## src/rtl/pacemaker_pm.sv

```systemverilog
// Dual-chamber (DDD-style) pacemaker timing controller: escape/AV/refractory timing with pa/pv pace pulses.
// Define PM_SYNC_INPUTS_EN to add a 2-flop synchronizer on sa/sv ahead of edge detection.
module pacemaker_pm #(
  parameter int AEI     = 100,
  parameter int AVI     = 30,
  parameter int REF     = 20,
  parameter int PULSE_W = 2,
  parameter int CW      = 16
) (
  input  logic clk,
  input  logic rst,
  input  logic sa,
  input  logic sv,
  output logic pa,
  output logic pv
);

  typedef enum logic [1:0] {
    WAIT_A  = 2'd0,
    WAIT_V  = 2'd1,
    REFRACT = 2'd2
  } state_t;

  localparam logic [CW-1:0] AEI_M1 = CW'(AEI - 1);
  localparam logic [CW-1:0] AVI_M1 = CW'(AVI - 1);
  localparam logic [CW-1:0] REF_M1 = CW'(REF - 1);
  localparam logic [CW-1:0] PW_M1  = CW'(PULSE_W - 1);

  state_t        state_q, state_d;
  logic [CW-1:0] timer_q, timer_d;
  logic [CW-1:0] pa_cnt_q, pa_cnt_d;
  logic [CW-1:0] pv_cnt_q, pv_cnt_d;
  logic          pa_q, pa_d;
  logic          pv_q, pv_d;
  logic          sa_q, sv_q;
  logic          sa_in, sv_in;
  logic          sa_ev, sv_ev;
  logic          pa_start, pv_start;

`ifdef PM_SYNC_INPUTS_EN
  logic [1:0] sa_sync_q, sv_sync_q;

  always_ff @(posedge clk) begin
    if (rst) begin
      sa_sync_q <= 2'b00;
      sv_sync_q <= 2'b00;
    end else begin
      sa_sync_q <= {sa_sync_q[0], sa};
      sv_sync_q <= {sv_sync_q[0], sv};
    end
  end

  assign sa_in = sa_sync_q[1];
  assign sv_in = sv_sync_q[1];
`else
  assign sa_in = sa;
  assign sv_in = sv;
`endif

  // A level held high produces exactly one event, on its first sampled-high edge.
  assign sa_ev = sa_in & ~sa_q;
  assign sv_ev = sv_in & ~sv_q;

  always_comb begin
    state_d  = state_q;
    pa_start = 1'b0;
    pv_start = 1'b0;
    case (state_q)
      WAIT_A: begin
        if (sv_ev) begin
          state_d = REFRACT;
        end else if (sa_ev) begin
          state_d = WAIT_V;
        end else if (timer_q == AEI_M1) begin
          state_d  = WAIT_V;
          pa_start = 1'b1;
        end
      end
      WAIT_V: begin
        if (sv_ev) begin
          state_d = REFRACT;
        end else if (timer_q == AVI_M1) begin
          state_d  = REFRACT;
          pv_start = 1'b1;
        end
      end
      REFRACT: begin
        if (timer_q == REF_M1) begin
          state_d = WAIT_A;
        end
      end
      default: state_d = WAIT_A;
    endcase

    timer_d = (state_d != state_q) ? '0 : timer_q + CW'(1);

    // Pulses run on their own counters so a state change never truncates them.
    pa_d     = pa_start | (pa_cnt_q != '0);
    pa_cnt_d = pa_start ? PW_M1 : ((pa_cnt_q != '0) ? pa_cnt_q - CW'(1) : '0);
    pv_d     = pv_start | (pv_cnt_q != '0);
    pv_cnt_d = pv_start ? PW_M1 : ((pv_cnt_q != '0) ? pv_cnt_q - CW'(1) : '0);
  end

  always_ff @(posedge clk) begin
    if (rst) begin
      state_q  <= WAIT_A;
      timer_q  <= '0;
      pa_cnt_q <= '0;
      pv_cnt_q <= '0;
      pa_q     <= 1'b0;
      pv_q     <= 1'b0;
      sa_q     <= 1'b0;
      sv_q     <= 1'b0;
    end else begin
      state_q  <= state_d;
      timer_q  <= timer_d;
      pa_cnt_q <= pa_cnt_d;
      pv_cnt_q <= pv_cnt_d;
      pa_q     <= pa_d;
      pv_q     <= pv_d;
      sa_q     <= sa_in;
      sv_q     <= sv_in;
    end
  end

  assign pa = pa_q;
  assign pv = pv_q;

endmodule

```

## config.mk

```make
export PLATFORM = sky130hd
export DESIGN_NAME = pacemaker_pm
export DESIGN_NICKNAME = d
export VERILOG_FILES = /design/src/rtl/pacemaker_pm.sv
export SDC_FILE = /design/constraint.sdc
export NUM_CORES = 1
export LEC_CHECK = 0
export CAP_MARGIN = 20
export CORE_MARGIN = 10
export CORE_UTILIZATION = 30
export CTS_BUF_LIST = sky130_fd_sc_hd__clkbuf_4 sky130_fd_sc_hd__clkbuf_8 sky130_fd_sc_hd__clkbuf_16
export DETAILED_ROUTE_END_ITERATION = 16
export GPL_TIMING_DRIVEN = 0
export PLACE_DENSITY_LB_ADDON = 0.08
export SYNTH_ARGS = -nofsm -noshare
export SYNTH_HDL_FRONTEND = slang
export SYNTH_SLANG_ARGS = --single-unit
```

## constraint.sdc

```tcl
create_clock -name clk -period 2.4 [get_ports clk]
set_input_delay 0.48 -clock clk [delete_from_list [all_inputs] [get_ports clk]]
set_output_delay 0.48 -clock clk [all_outputs]
set_load 0.02 [all_outputs]
```

==> key figures <==
Clock tree
  • CTS buffer count: 5
  • Reg clk slew, reported paths: 0.09 ns
  • H-tree depth: 2
  • Clock Latency Late Sink: 0.31 ns
  • Clk sinks: 54
  • Clock root buffer: clkbuf_8
  • CTS tree: yes
  • Clock Tree Buf Depth: 2

Synthesis
  • Synth Flop Type: dfxtp_1
  • Xor-xnor portion of the synthesized cell area: 12.4%
  • Post-synth EDFFs: 0
  • Mapped Nets: 274
  • Top cells by area, synth: dfxtp_1 45%, xnor2_1 8.0%, nor2_1 7.5%
  • Largest family of logic cells by synthesized area: simple AND/OR/NAND/NOR gates
  • Adder-Cell Fraction of Synth Area: 2.09%
  • Sequential fraction of the synthesis area: 45.1%
  • Cell taking the most area after synthesis: dfxtp_1
  • Synth Area per Inst: 9.01 um2
  • #FFs+latches synth: 54
  • Post-Synthesis Cells: 266
  • Synthesized area: 2400 um2
  • Post-synthesis mux area share: 0.835%
  • Asr flop ratio synth: 0%
  • Synth Warn #: 0
  • Netlist cell types: 39
  • Top cell type's share of synthesized area: 45.1%
  • Synth Area in Simple Gates: 30.5%
  • Post-synthesis compound-gate area fraction: 6.63%

Timing
  • Slew HR: 56.5%
  • Worst-margin pin slew: 0.648 ns
  • Final min period: 2.27 ns
  • Crit share post-route: 94.7%
  • Fmax: 440 MHz
  • Max Clock Skew: 0.0130 ns
  • Final hold violations: 0
  • Setup Viol. Count Final: 0
  • RSZ-0062 raised after global routing: false
  • Slew Viols, Final: 0

Run status
  • Status: completed

Worst hold path
  • Hold path depth: 2
  • Min-delay src: pa_cnt_q[4]
  • Hold endpoint: pa_cnt_q[4]
  • HP Class: reg -> reg

Global route
  • Antenna violations before repair: 0
  • Pin count of the biggest net entering global routing: 17
  • First-pass GRT wire length: 7740 um
  • Gr usage total: 7.96%
  • Vias in the first global route: 1,647
  • Total global routing overflow: 0

Cells and area
  • Most common cell after layout, fill and taps aside: dfxtp_1
  • Final core area utilization: 35.4%
  • Commonest non-fill, non-tap cells in the layout: 54 x dfxtp_1, 48 x nor2_1, 22 x xnor2_1, 19 x nor3_1
  • Fillers: 832
  • Share of layout cells above drive strength 1: 12.4%
  • # diodes: 0
  • Number of nets in the layout: 290
  • Layout overhead on the synthesized area: 14.6%
  • Cell Count, Final, Fillers Out: 384

Die
  • Die Y: 109 um
  • Die X: 109 um
  • Row count: 32
  • I/O Pins: 6
  • Initial core utilization: 30.9%
  • Core Area: 7770 um2
  • Die area: 12,000 um2

Route
  • Final ANT Viol Nets: 0
  • Initial DRT Pass Iterations: 4
  • Avg WL per Cell: 11.8 um
  • DRC viols: 0
  • Routed wire length: 4530 um
  • DRT iter0 DRCs: 45
  • Vias: 1,787
  • Vias per Instance: 4.65

Setup path
  • Register-to-Register Setup Slack: 0.13 ns
  • CP max FO: 10
  • Setup CP Type: reg -> reg
  • Req. time, crit path: 2.60 ns
  • CP endpoint kind: register
  • Critical Path AT: 2.47 ns
  • Critical R2R Launch: timer_q[13]
  • R2R Path End: timer_q[12]
  • Crit path launch type: register
  • Cells on worst reg2reg path: 6

Run
  • Max-cap violations: 0

Pwr
  • LEAKAGE: 0.970 nW
  • Power Total: 0.00333 W
  • PD cells: 1210 nW/um2
  • Maximum vdd drop: 578 uV

Placed design
  • Cells after DPL: 373
  • Dpl hpwl: 3210 um
  • Port buffer count: 5
  • Routability cong.: 0.741
metrics by stage:
stage               hold WS (ns)  setup slack, ns  cell area (um2)  TNS (ns)
detailed placement         0.460           -0.199             2570     -1.92
finish                     0.469            0.128             2750         0
global placement           0.457           -0.176             2570     -1.74
CTS                        0.476           0.0429             2710         0
floorplan                  0.435            0.243             2400         0
global route               0.510           0.0110             2750         0
critical path, stage by stage (launching register included):
cell and delay, ns:
dfxtp_1 0.35, or4_1 0.58, nor3_4 0.34, a211oi_2 0.17, o32ai_4 0.44, buf_6 0.23, nor2_2 0.05
area by class of cell:
class                   count  area [um2]  share of cell area [%]
plain buffers               3        26.3                   0.956
multi-input cells         200        1290                    47.0
well taps                 102         128                    4.64
clock inverters             2        38.8                    1.41
repair buffers              9        80.1                    2.91
clock buffers               5        68.8                    2.50
flip-flops and latches     54        1080                    39.3
inverters                   9        33.8                    1.23
synthesized netlist by cell type, drive strengths merged, types with 2 or more instances:
| master | count |
|---|---|
| a211oi | 3 |
| a21oi | 9 |
| a311oi | 2 |
| and3 | 2 |
| buf | 3 |
| dfxtp | 54 |
| ha | 4 |
| inv | 9 |
| mux2i | 2 |
| nand2 | 13 |
| nand2b | 3 |
| nand3 | 14 |
| nand4 | 5 |
| nor2 | 58 |
| nor2b | 7 |
| nor3 | 20 |
| nor4 | 4 |
| o21ai | 2 |
| or3 | 3 |
| or4 | 4 |
| or4b | 2 |
| xnor2 | 22 |
| xor2 | 12 |
registers in the layout, summed over array words and instances (netlist names):
| name | flops |
|---|---|
| pv_cnt_q | 16 |
| sv_q | 1 |
| pa | 1 |
| pv | 1 |
| timer_q | 16 |
| sa_q | 1 |
| state_q | 2 |
| pa_cnt_q | 16 |
routing by layer:
layer  share of wire [%]  GRT usage (%)  up-vias
met1                  55           11.3      830
met3                 2.8           2.87        4
met2                  41           10.9       15
met5                   0              0        -
met4                0.77           2.32        0
li1                    -              -      938
cell families after synthesis:
group	Yosys count
compound gates	20
simple gates	140
xor+xnor	34
flops	54
mux	2
buf+inv	12
fa+ha+maj	4
worst max-delay path by stage:
stage | from | to | slack [ns] | depth (start not counted)
final | timer_q[13] | timer_q[12] | 0.13 | 6
after floorplan | pa_cnt_q[0] | pa_cnt_q[10] | 0.24 | 7
after detailed placement | pa_cnt_q[0] | pa_cnt_q[5] | -0.20 | 7
after global routing | pa_cnt_q[0] | pa_cnt_q[9] | 0.01 | 7
after CTS | pa_cnt_q[0] | pa_cnt_q[5] | 0.04 | 7
after global placement | pa_cnt_q[0] | pa_cnt_q[8] | -0.18 | 7
power by group:
part / internal, W / total [W] / switching, W
sequential: 0.00115 / 0.00137 / 0.000221
combinational: 0.000647 / 0.00136 / 0.000711
clock: 0.000307 / 0.000608 / 0.000301
timing repair:
action                                  4_1_cts  5_1_grt
buffers inserted                              0        4
endpoints found under the setup margin       10       20
hold buffers                                  0        0
resized for setup                             4        1
cloned                                        0        0
pin swaps                                     0        2
Note: power is estimated with default switching activity, not from simulation.
